==> config.mk <==
export PLATFORM = sky130hd
export DESIGN_NAME = reg_view_scan
export DESIGN_NICKNAME = d
export VERILOG_FILES = /design/src/rtl/reg_view_pkg.sv /design/src/rtl/hex_to_seg7.sv /design/src/rtl/reg_view_scan.sv
export SDC_FILE = /design/constraint.sdc
export NUM_CORES = 1
export LEC_CHECK = 0
export BUFFER_PORTS_ARGS = -buffer_cell sky130_fd_sc_hd__buf_2
export CORE_ASPECT_RATIO = 0.6
export CORE_UTILIZATION = 45
export CTS_CLUSTER_DIAMETER = 80
export CTS_CLUSTER_SIZE = 24
export DETAILED_ROUTE_END_ITERATION = 16
export GPL_TIMING_DRIVEN = 0
export SYNTH_ARGS = -nofsm -noshare
export SYNTH_HDL_FRONTEND = slang
export SYNTH_SLANG_ARGS = --single-unit
==> constraint.sdc <==
create_clock -name clk -period 6.95 [get_ports clk]
set_clock_uncertainty 0.2 [all_clocks]
set_input_delay 1.0425 -clock clk [delete_from_list [all_inputs] [get_ports clk]]
set_output_delay 1.0425 -clock clk [all_outputs]
set_load 0.01 [all_outputs]
==> src/rtl/reg_view_pkg.sv <==
// rtl/reg_view_pkg.sv - shared types and 7-segment table for the register viewer
package reg_view_pkg;

    typedef enum logic [1:0] {
        S_SEL  = 2'd0,
        S_CAP  = 2'd1,
        S_SHOW = 2'd2
    } state_t;

    localparam logic [7:0] SEG_OFF = 8'hFF;

    // Active-low {dp,g,f,e,d,c,b,a}, indexed by nibble value (entry 15 first)
    localparam logic [15:0][7:0] SEG_TABLE = {
        8'h8E, 8'h86, 8'hA1, 8'hC6, 8'h83, 8'h88, 8'h90, 8'h80,
        8'hF8, 8'h82, 8'h92, 8'h99, 8'hB0, 8'hA4, 8'hF9, 8'hC0
    };

endpackage

==> src/rtl/hex_to_seg7.sv <==
// rtl/hex_to_seg7.sv - combinational nibble to active-low 7-segment decoder
module hex_to_seg7
    import reg_view_pkg::*;
(
    input  logic [3:0] nibble,
    output logic [7:0] seg
);

    assign seg = SEG_TABLE[nibble];

endmodule

==> src/rtl/reg_view_scan.sv <==
// rtl/reg_view_scan.sv - CPU register viewer on a multiplexed 8-digit 7-segment display
// Optional leading-zero blanking is enabled by defining REG_VIEW_LZB_EN.
module reg_view_scan
    import reg_view_pkg::*;
#(
    parameter int PRESC = 50000,
    parameter int HOLD  = 256
) (
    input  logic        clk,
    input  logic        rstn,
    input  logic        auto_en,
    input  logic [4:0]  sw_sel,
    input  logic        step,
    output logic [4:0]  reg_sel,
    input  logic [31:0] reg_data,
    output logic [7:0]  seg,
    output logic [7:0]  an
);

    localparam int PW = $clog2(PRESC);
    localparam int HW = (HOLD > 1) ? $clog2(HOLD) : 1;

    logic [PW-1:0] pcnt;
    logic          tick;
    logic [2:0]    dig;
    logic [4:0]    target;
    logic [4:0]    last_idx;
    logic [31:0]   shown;
    logic [HW-1:0] hold_cnt;
    state_t        state;
    state_t        state_nxt;

    logic          ld_sel;
    logic          cap;
    logic          tgt_we;
    logic [4:0]    tgt_val;
    logic          hold_inc;

    assign tick = (pcnt == PW'(PRESC - 1));

    always_ff @(posedge clk or negedge rstn) begin
        if (!rstn) begin
            pcnt <= '0;
            dig  <= '0;
        end else begin
            pcnt <= tick ? '0 : pcnt + PW'(1);
            if (tick) begin
                dig <= dig + 3'd1;
            end
        end
    end

    always_ff @(posedge clk or negedge rstn) begin
        if (!rstn) begin
            state <= S_SEL;
        end else begin
            state <= state_nxt;
        end
    end

    always_comb begin
        state_nxt = state;
        case (state)
            S_SEL:   state_nxt = S_CAP;
            S_CAP:   state_nxt = S_SHOW;
            S_SHOW:  state_nxt = tgt_we ? S_SEL : S_SHOW;
            default: state_nxt = S_SEL;
        endcase
    end

    // Advance beats refresh, so a step coinciding with the final hold tick moves only once
    always_comb begin
        ld_sel   = 1'b0;
        cap      = 1'b0;
        tgt_we   = 1'b0;
        tgt_val  = reg_sel;
        hold_inc = 1'b0;
        case (state)
            S_SEL: ld_sel = 1'b1;
            S_CAP: cap    = 1'b1;
            S_SHOW: begin
                if (!auto_en) begin
                    if ((sw_sel != reg_sel) || tick) begin
                        tgt_we  = 1'b1;
                        tgt_val = sw_sel;
                    end
                end else if (step || (tick && (hold_cnt == HW'(HOLD - 1)))) begin
                    tgt_we  = 1'b1;
                    tgt_val = reg_sel + 5'd1;
                end else if (tick) begin
                    tgt_we   = 1'b1;
                    hold_inc = 1'b1;
                end
            end
            default: ;
        endcase
    end

    always_ff @(posedge clk or negedge rstn) begin
        if (!rstn) begin
            reg_sel  <= '0;
            target   <= '0;
            last_idx <= '0;
            shown    <= '0;
            hold_cnt <= '0;
        end else begin
            if (ld_sel) begin
                reg_sel <= target;
            end
            if (tgt_we) begin
                target <= tgt_val;
            end
            if (cap) begin
                shown    <= reg_data;
                last_idx <= target;
                if (target != last_idx) begin
                    hold_cnt <= '0;
                end
            end else if (hold_inc) begin
                hold_cnt <= hold_cnt + HW'(1);
            end
        end
    end

    logic [3:0] nibble;
    logic [7:0] seg_hex;
    logic       blank;

    assign nibble = shown[{dig, 2'b00} +: 4];

    hex_to_seg7 u_hex (
        .nibble (nibble),
        .seg    (seg_hex)
    );

`ifdef REG_VIEW_LZB_EN
    logic [2:0] msd;

    always_comb begin
        msd = 3'd0;
        for (int i = 1; i < 8; i++) begin
            if (shown[4*i +: 4] != 4'd0) begin
                msd = 3'(i);
            end
        end
    end

    assign blank = (dig > msd);
`else
    assign blank = 1'b0;
`endif

    always_ff @(posedge clk or negedge rstn) begin
        if (!rstn) begin
            an  <= 8'hFF;
            seg <= SEG_OFF;
        end else begin
            an  <= ~(8'd1 << dig);
            seg <= blank ? SEG_OFF : seg_hex;
        end
    end

endmodule

==> run summary, run 1 <==
status: finished, final reports clean
Tcrit/Tclk final: 0.420
final hold violation count: 0
CP bufs+invs: 2
first-pass GRT wire length: 16.9 mm
final worst slack: 4030 ps
Final Cell Area: 5370 µm²
area occupied by multi-input gates: 2110 µm²
Synth area leaders: dfrtp_1 (42%), nand2_1 (12%), dfstp_2 (8.6%), ha_1 (4.1%), xnor2_1 (3.5%)
Avg Cell Area, Syn: 9.86 µm²
Max Slew Vio Count: 0
Area after DPL: 5060 µm²
via count: 3,421
fillcell total: 903
worst min-delay path category: flop to flop
Synth Net Count: 519
Synth Warn #: 0
Data arrival, critical path: 2970 ps
Die ar.: 10,600 µm²
Post-synth top cells: nand2_1 (144), dfrtp_1 (76), nor2_1 (27), xnor2_1 (18)
type of the worst setup path: flop to flop
CTS tree: built
WL per Instance: 14.7 µm
cell taking the most area after synthesis: dfrtp_1
flip-flop and latch area: 2300 µm²
FFs w/ async S/R, synth: 1.00
all-layer global routing usage: 0.207
fmax: 342 MHz
relative slew slack: 0.475
Static Leak: 2.53 nW
CP cell instances: buf_6 -> mux4_1 -> mux2i_1 -> inv_1 -> ha_1 -> nand2b_1 -> a21boi_0 -> o21ai_0
# clock sinks: 91
DRT Wirelength: 9.90 mm
Hold Path Sink: pcnt[0]
DIE WIDTH: 132 µm
max incr delay on CP: 600 ps
Mapped Area: 4570 µm²
postcts setup bufs: 0
worst hold margin: 257 ps
Synth cell types: 56
Worst Setup Start Kind: flop
most numerous cell in the Yosys netlist: nand2_1
RSZ-0062 raised after global routing: false
critical path endpoint category: flop
Area growth syn-to-layout: 17.5%
setup TNS: 0 ps
IO Port Bufs: 59
share of the yosys chip area belonging to registers: 0.503
DRC: 0
DP Wirelength: 7.21 mm
Yosys reg bits: 91
Worst Tran Pin Value: 784 ps
antenna viol nets, final: 0
total I/O pin count: 62
Core ar.: 9840 µm²
H-tree Lvls: 3
dpl ws: 4090 ps
initial antenna violation count: 0
cts repair resizes: 0
WP data required: 7000 ps
Starting Density: 0.464
largest net degree at the start of global routing: 49
slowest cell on the critical path: mux4_1
Crit Reg-Reg Startpoint: dig[1]
initial drt markers: 302
1st-pass router iterations: 7
nets: 590
Main synth FF type: dfrtp_1
cts hold-fix bufs: 0
min-delay src: pcnt[0]
CP max FO: 10
Root Driver: clkbuf_16
WHS Path Cells: 1
# rows: 28
number of synthesized flops with an enable pin: 0
Clock transition at path regs: 60 ps
Syn Inst Count: 463
remaining global-route overflow: 0
CTS buffer count: 9
PwrDens: 360 nW/µm²
# diodes: 0
layout cells sized above 1: 0.219
R2R depth: 8
Placer Congestion: 0.827
Crit path max-delay family: multiplexers
worst-skew pair later-pin latency: 340 ps
top cell type's share of synthesized area: 0.416
power consumption: 1.93 mW
CTS max path bufs: 2
Reg2Reg Capture Point: seg[6]
Die H: 80.0 µm
Setup Viol. Count Final: 0
Final min period: 2920 ps
worst vdd ir: 0.184 mV
Via-to-Cell Ratio: 5.08
Max-cap violations: 0
R2R setup slack: 4030 ps
vias in the first global route: 3,425
## power by group
group          internal [mW]  leakage (nW)  switching [mW]  total (mW)
clock                  0.297         0.147           0.190       0.486
combinational          0.265          1.25           0.387       0.652
sequential             0.698          1.13          0.0960       0.794
## worst max path at each step
stage          cells after the start           to    start
6_report                           8       seg[6]   dig[1]
5_1_grt                            8       seg[6]   dig[1]
4_1_cts                            8       seg[6]   dig[1]
3_5_place_dp                       6  hold_cnt[5]  auto_en
3_3_place_gp                       1   reg_sel[2]     rstn
2_1_floorplan                      6  hold_cnt[5]  auto_en
## area by class of cell
cell class	instances	area share
sequential	91	0.428
multi-input combinational	336	0.393
timing repair buffer	60	0.0606
clock buffer	16	0.0567
tap	135	0.0315
buffer	21	0.0196
inverter	15	0.0105
## through the flow
step           utilization  std cells
2_1_floorplan            -        463
3_3_place_gp         0.511        657
3_5_place_dp         0.514        658
4_1_cts              0.545        674
5_1_grt              0.545        674
6_report             0.545        674
## state kept, by name, indices dropped and copies added (netlist names)
signal	flops
shown	32
seg	7
target	5
dig	3
an	8
last_idx	5
reg_sel	5
pcnt	16
hold_cnt	8
state	2
## layout by cell type (no fill, tap or decap), types with 5 or more instances in the layout
master	netlist	layout
nor2_1	27	27
buf_2	2	60
xnor2_1	18	18
nor4_1	6	6
dfstp_2	15	15
dfrtp_1	76	76
xor2_1	13	13
nand3_1	11	11
ha_1	15	15
nand2_1	144	144
o21ai_0	11	11
mux2_2	11	11
inv_1	14	14
nand4_1	5	5
nor3_1	10	10
clkbuf_16	0	11
a31oi_1	5	5
clkbuf_1	14	18
## cell families (layout without fill, tap and decap cells)
group           Yosys count  in the layout  share of synthesized area
mux                      23             23                     0.0770
flops                    91             91                      0.503
compound gates           40             40                     0.0625
buf+inv                  36            112                     0.0353
simple gates            226            226                      0.221
other cells               1              1                   0.000821
xor+xnor                 31             31                     0.0595
fa+ha+maj                15             15                     0.0411
## per-layer routing
| metal | track usage | wire length [µm] |
|---|---|---|
| met1 | 0.302 | 5150 |
| met2 | 0.302 | 4100 |
| met3 | 0.0470 | 526 |
| met4 | 0.0674 | 117 |
| met5 | 0 | 0 |
No activity file was read; power rests on OpenSTA's default activity.
==> run 2, diff against run 1 <==
==> constraint.sdc (replaced) <==
create_clock -name clk -period 2.7 [get_ports clk]
set_clock_uncertainty 0.2 [all_clocks]
set_input_delay 0.405 -clock clk [delete_from_list [all_inputs] [get_ports clk]]
set_output_delay 0.405 -clock clk [all_outputs]
set_load 0.01 [all_outputs]
==> run 2 against run 1 <==
  * Critical path depth is the same
  * Combinational power grew to 2.6 times the previous value
  * Sequential power grew to 2.6 times the previous value
  * Routed wire length shrank 0.50%
  * Core utilization grew 0.31 points
  * Critical endpoint unchanged
  * Largest cell class unchanged
==> run summary, run 2 (synthesized netlist as in run 1, its figures left out) <==
layout cells sized above 1: 0.222 (+0.00289)
IO Port Bufs: 59 (unchanged)
worst min-delay path category: input pin to flop
final worst slack: 188 ps (-3840 ps)
CP cell instances: buf_6 -> mux4_1 -> mux2i_4 -> inv_1 -> ha_1 -> nand2b_1 -> a21boi_0 -> o21ai_0
initial antenna violation count: 0 (unchanged)
Stages on worst setup path: 8 (unchanged)
Starting Density: 0.464 (unchanged)
Via-to-Cell Ratio: 5.03 (-1.0%)
remaining global-route overflow: 0 (unchanged)
WHS Path Cells: 3 (+2)
Setup Viol. Count Final: 0 (unchanged)
Data arrival, critical path: 2560 ps (-410 ps)
WL per Instance: 14.6 µm (-0.79%)
DP Wirelength: 7.21 mm (unchanged)
power consumption: 4.99 mW (+160%)
# rows: 28 (unchanged)
min-delay src: reg_data[16]
biggest regs: shown: 32 flops, pcnt: 16 flops
CP max FO: 10 (unchanged)
R2R setup slack: 190 ps (-3840 ps)
status: finished, final reports clean
Die H: 80.0 µm (unchanged)
relative slew slack: 0.472 (-0.00339)
DRC: 0 (unchanged)
first-pass GRT wire length: 16.9 mm (unchanged)
CTS buffer count: 9 (unchanged)
Crit Reg-Reg Startpoint: dig[1]
CTS tree: built
fmax: 398 MHz (+16%)
dpl ws: -114 ps (-4200 ps)
Core ar.: 9840 µm² (unchanged)
all-layer global routing usage: 0.207 (about the same)
# diodes: 0 (unchanged)
most frequent cells in the layout: nand2_1 (144), dfrtp_1 (76), buf_2 (60), nor2_1 (27)
Area growth syn-to-layout: 18.1%
initial drt markers: 285 (-5.6%)
crit path from: dig[1]
final hold violation count: 0 (unchanged)
Static Leak: 2.53 nW (+0.19%)
max reg flops: 32 (unchanged)
antenna viol nets, final: 0 (unchanged)
Finished Core Util: 0.548 (+0.00305)
# clock sinks: 91 (unchanged)
nets: 592 (+0.34%)
Final min period: 2510 ps (-409 ps)
worst-skew pair later-pin latency: 330 ps (about the same)
Crit path max-delay family: multiplexers
Die ar.: 10,600 µm² (unchanged)
fillcell total: 901 (-0.22%)
max incr delay on CP: 620 ps (+20 ps)
worst vdd ir: 0.475 mV (+160%)
slowest cell on the critical path: mux4_1
type of the worst setup path: flop to flop
Root Driver: clkbuf_16
CP bufs+invs: 2 (unchanged)
critical path endpoint category: flop
vias in the first global route: 3,419 (-0.18%)
worst hold margin: 54.2 ps (-203 ps)
Clock transition at path regs: 60 ps (about the same)
Worst Setup Start Kind: flop
total I/O pin count: 62 (unchanged)
DRT Wirelength: 9.85 mm (-0.50%)
most common cell after layout, fill and taps aside: nand2_1
Tcrit/Tclk final: 0.930 (+0.510)
CTS max path bufs: 2 (unchanged)
via count: 3,397 (-0.70%)
PwrDens: 925 nW/µm² (+160%)
H-tree Lvls: 3 (unchanged)
WP data required: 2750 ps (-4250 ps)
RSZ-0062 raised after global routing: false
R2R depth: 8 (unchanged)
Top reg by flops: shown
largest net degree at the start of global routing: 49 (unchanged)
1st-pass router iterations: 4 (-3)
Max Slew Vio Count: 0 (unchanged)
Placer Congestion: 0.827 (unchanged)
DIE WIDTH: 132 µm (unchanged)
Worst Tran Pin Value: 789 ps (+5.06 ps)
Max-cap violations: 0 (unchanged)
## run 2: tightest hold or removal path, stage by stage
cell and delay [ps]:
buf_2 70, nand2_1 40, nand2_1 40
## run 2: final timing paths
path                              to
max                           seg[6]
min                        shown[16]
min in group asynchronous    pcnt[8]
min reg2reg                  pcnt[0]
max in group asynchronous     seg[1]
max reg2reg                   seg[6]
## run 2: per-layer routing
metal	vias up	track usage	wire length [µm]
met3	8	0.0470	509
met1	1616	0.302	5050
met5	-	0	0
li1	1696	-	-
met2	77	0.303	4200
met4	0	0.0674	91
## run 2: report_power, final
group          internal, mW  switching (mW)
logic                 0.700           0.999
registers              1.80           0.247
clock network         0.763           0.485
total                  3.26            1.73
## run 2: cell type report
class                           instances  area (µm²)  area share
Inverter                               15        56.3      0.0104
Tap cell                              135         169      0.0313
Sequential cell                        91        2300       0.426
Multi-Input combinational cell        336        2120       0.393
Timing Repair Buffer                   62         343      0.0635
Buffer                                 21         105      0.0195
Clock buffer                           16         304      0.0564
## run 2: stage by stage
| step | cells | setup TNS [ps] | instance area [µm²] |
|---|---|---|---|
| after floorplan | 463 | 0 | 4570 |
| after global placement | 657 | -78.6 | 5030 |
| after detailed placement | 658 | -219 | 5060 |
| after CTS | 675 | 0 | 5390 |
| after global routing | 676 | 0 | 5400 |
| final | 676 | 0 | 5400 |
## run 2: timing repair
item	in CTS	in global routing
hold buffers	1	0
setup buffers	0	1
hold endpoints to repair	31	0
setup endpoints to repair	4	2
resized for setup	2	0
==> run 3, diff against run 2 <==
--- a/config.mk
+++ b/config.mk
@@ -5,6 +5,7 @@
 export SDC_FILE = /design/constraint.sdc
 export NUM_CORES = 1
 export LEC_CHECK = 0
+export ABC_AREA = 1
 export BUFFER_PORTS_ARGS = -buffer_cell sky130_fd_sc_hd__buf_2
 export CORE_ASPECT_RATIO = 0.6
 export CORE_UTILIZATION = 45
==> run 3 against run 2 <==
  * Flip-flop and latch count stayed put
  * Critical endpoint unchanged
  * Highest routed layer unchanged
  * Register-to-register slack better by 100 ps
  * Routed wire length is 14% higher
  * Non-clock buffer count is 6 lower
  * Global-route usage is 1.3 points higher
==> run summary, run 3 <==
Stages on worst setup path: 11 (+3)
Worst Tran Pin Value: 769 ps (-19.4 ps)
max incr delay on CP: 440 ps (-180 ps)
fmax: 415 MHz (+4.3%)
Die ar.: 11,100 µm² (+5.2%)
Top cell by count, worst path: nand2_1
initial drt markers: 312 (+9.5%)
CTS max path bufs: 2 (unchanged)
number of synthesized flops with an enable pin: 0 (unchanged)
power consumption: 5.14 mW (+3.1%)
Crit path max-delay family: compound AO/OA/AOI/OAI gates
vias in the first global route: 3,646 (+6.6%)
1st-pass router iterations: 4 (unchanged)
Post-synth top cells: nand2_1 (208), dfrtp_1 (76), inv_1 (53), nor2_1 (53), o21ai_0 (34)
Mapped Area: 4810 µm² (+5.3%)
CP max FO: 10 (unchanged)
# rows: 28 (unchanged)
WHS Path Cells: 3 (unchanged)
Yosys reg bits: 91 (unchanged)
Comb pwr share: 0.344 (+0.004)
sw power: 1.99 mW (+15%)
nets: 726 (+23%)
Max Slew Vio Count: 0 (unchanged)
all-layer global routing usage: 0.220 (+0.0129)
Final min period: 2410 ps (-104 ps)
flip-flop and latch area: 2300 µm² (unchanged)
area occupied by multi-input gates: 2200 µm² (+3.8%)
layout cells sized above 1: 0.196 (-0.0263)
P_int: 3.16 mW (-3.1%)
Avg Cell Area, Syn: 8.05 µm² (-18%)
remaining global-route overflow: 0 (unchanged)
Core ar.: 10,100 µm² (+2.8%)
Main synth FF type: dfrtp_1
Data arrival, critical path: 2480 ps (-80 ps)
DP Wirelength: 8.49 mm (+18%)
biggest regs: shown: 32 flops, pcnt: 16 flops
most frequent cells in the layout: nand2_1 (208), dfrtp_1 (76), buf_2 (61), inv_1 (53), nor2_1 (53)
Synth Net Count: 653 (+26%)
Static Leak: 2.90 nW (+15%)
FFs w/ async S/R, synth: 1.00 (unchanged)
status: finished, final reports clean
CP bufs+invs: 3 (+1)
worst min-delay path category: input pin to flop
Clock transition at path regs: 70 ps (about the same)
CP cell instances: buf_4 -> buf_6 -> nor2_1 -> o22ai_1 -> o21ai_1 -> inv_1 -> ha_1 -> nand2_1 -> nand2_1 -> nand2_1 -> nand2_1
total I/O pin count: 62 (unchanged)
final hold violation count: 0 (unchanged)
Root Driver: clkbuf_16
most numerous cell in the Yosys netlist: nand2_1
Switching Share: 0.386 (+0.0395)
top cell type's share of synthesized area: 0.396 (-0.0208)
RSZ-0062 raised after global routing: false
# clock sinks: 91 (unchanged)
WL per Instance: 13.8 µm (-5.0%)
Die H: 82.1 µm (+2.5%)
setup TNS: 0 ps (unchanged)
worst-skew pair later-pin latency: 340 ps (about the same)
# diodes: 0 (unchanged)
via count: 4,059 (+19%)
Worst Setup Start Kind: flop
worst vdd ir: 0.417 mV (-12%)
DRT Wirelength: 11.2 mm (+14%)
Max-cap violations: 0 (unchanged)
R2R depth: 11 (+3)
share of the yosys chip area belonging to registers: 0.478 (-0.0251)
Synth area leaders: dfrtp_1 (40%), nand2_1 (16%), dfstp_2 (8.2%), inv_1 (4.1%), nor2_1 (4.1%)
relative slew slack: 0.484 (+0.0119)
Synth cell types: 38 (-32%)
first-pass GRT wire length: 18.4 mm (+8.8%)
CTS buffer count: 9 (unchanged)
critical path endpoint category: flop
Via-to-Cell Ratio: 5.01 (-0.28%)
max reg flops: 32 (unchanged)
DRC: 0 (unchanged)
CTS tree: built
Syn Inst Count: 597 (+29%)
initial antenna violation count: 0 (unchanged)
fillcell total: 974 (+8.1%)
Area growth syn-to-layout: 16.8%
Flop pwr share: 0.408 (about the same)
most common cell after layout, fill and taps aside: nand2_1
antenna viol nets, final: 0 (unchanged)
WP data required: 2770 ps (+20 ps)
Placer Congestion: 0.862 (+4.1%)
Setup Viol. Count Final: 0 (unchanged)
Synth Warn #: 0 (unchanged)
IO Port Bufs: 60 (+1.7%)
type of the worst setup path: flop to flop
slowest cell on the critical path: dfrtp_1
PwrDens: 916 nW/µm² (-0.95%)
H-tree Lvls: 3 (unchanged)
DIE WIDTH: 135 µm (+2.6%)
cell taking the most area after synthesis: dfrtp_1
Starting Density: 0.475 (+0.0109)
power share of the clock group: 0.248 (-0.002)
largest net degree at the start of global routing: 55 (+12%)
Tcrit/Tclk final: 0.892 (-0.0387)
Top reg by flops: shown
## run 3: cell types whose count changed in the layout (fill, tap and decap cells not counted), moves of 7 or more
cell and change:
nand3_1 +21, nor2_1 +26, o21ai_0 +23, mux2_2 -11, o21ai_1 +10, clkbuf_1 -9, nand3_2 +7, xnor2_1 -9
nand2_1 +64, inv_1 +39
## run 3: worst register-to-register path, delay by kind of cell, from the launching register on
family,cells,cell delay (ps)
compound gates,2,540
fa+ha+maj,1,250
buf+inv,3,530
flops,1,440
simple gates,5,380
## run 3: path summary, 6_finish.rpt
kind                        startpoint   endpoint  slack, ps
hold / removal             reg_data[3]   shown[3]         50
max in group asynchronous         rstn  shown[13]       1300
min in group asynchronous         rstn    pcnt[8]        370
hold reg to reg                pcnt[0]    pcnt[0]        260
setup reg to reg                dig[0]     seg[6]        290
setup / recovery                dig[0]     seg[6]        290
## run 3: area by class of cell
cell class	instances	share of cell area
repair buffers	62	0.0606
inverters	60	0.0412
clock inverters	7	0.0131
multi-input cells	431	0.392
clock buffers	9	0.0401
flip-flops and latches	91	0.409
well taps	135	0.0301
plain buffers	15	0.0138
## run 3: power by group through the flow
stage | clock network (mW) | registers [mW] | logic (mW)
after global routing | 1.37 | 2.14 | 2.03
after detailed placement | 0 | 2.12 | 1.77
after floorplan | 0 | 2.08 | 1.23
final | 1.28 | 2.10 | 1.77
after global placement | 0 | 2.11 | 1.71
after CTS | 1.30 | 2.10 | 1.78
## run 3: per-layer routing
layer / part of all wire / track usage / vias up
met5: 0 / 0 / -
met4: 0.0076 / 0.0517 / 0
met3: 0.052 / 0.0531 / 9
met2: 0.39 / 0.310 / 99
met1: 0.55 / 0.335 / 1917
li1: - / - / 2034
## run 3: timing repair
item	4_1_cts	5_1_grt
hold buffers	1	0
endpoints found under the hold margin	22	0
resized for setup	0	0
setup buffers	0	0
## run 3: logic make-up after synthesis
| group | synth area share |
|---|---|
| AOI/OAI and AO/OA | 0.0757 |
| xor gates and xnor gates | 0.0346 |
| adders and majority gates | 0.0390 |
| buffers and inverters | 0.0643 |
| DFF | 0.478 |
| other | 0.000780 |
| and+or+nand+nor | 0.308 |
## run 3: metrics by stage
step	hold slack [ps]	util	instances	instance area (µm²)	worst slack (ps)
floorplan	-90.6	-	597	4810	693
global placement	247	0.521	792	5280	162
detailed placement	201	0.524	793	5310	334
CTS	42.3	0.555	810	5620	294
global route	54.1	0.555	810	5620	32.3
finish	47.9	0.555	810	5620	293
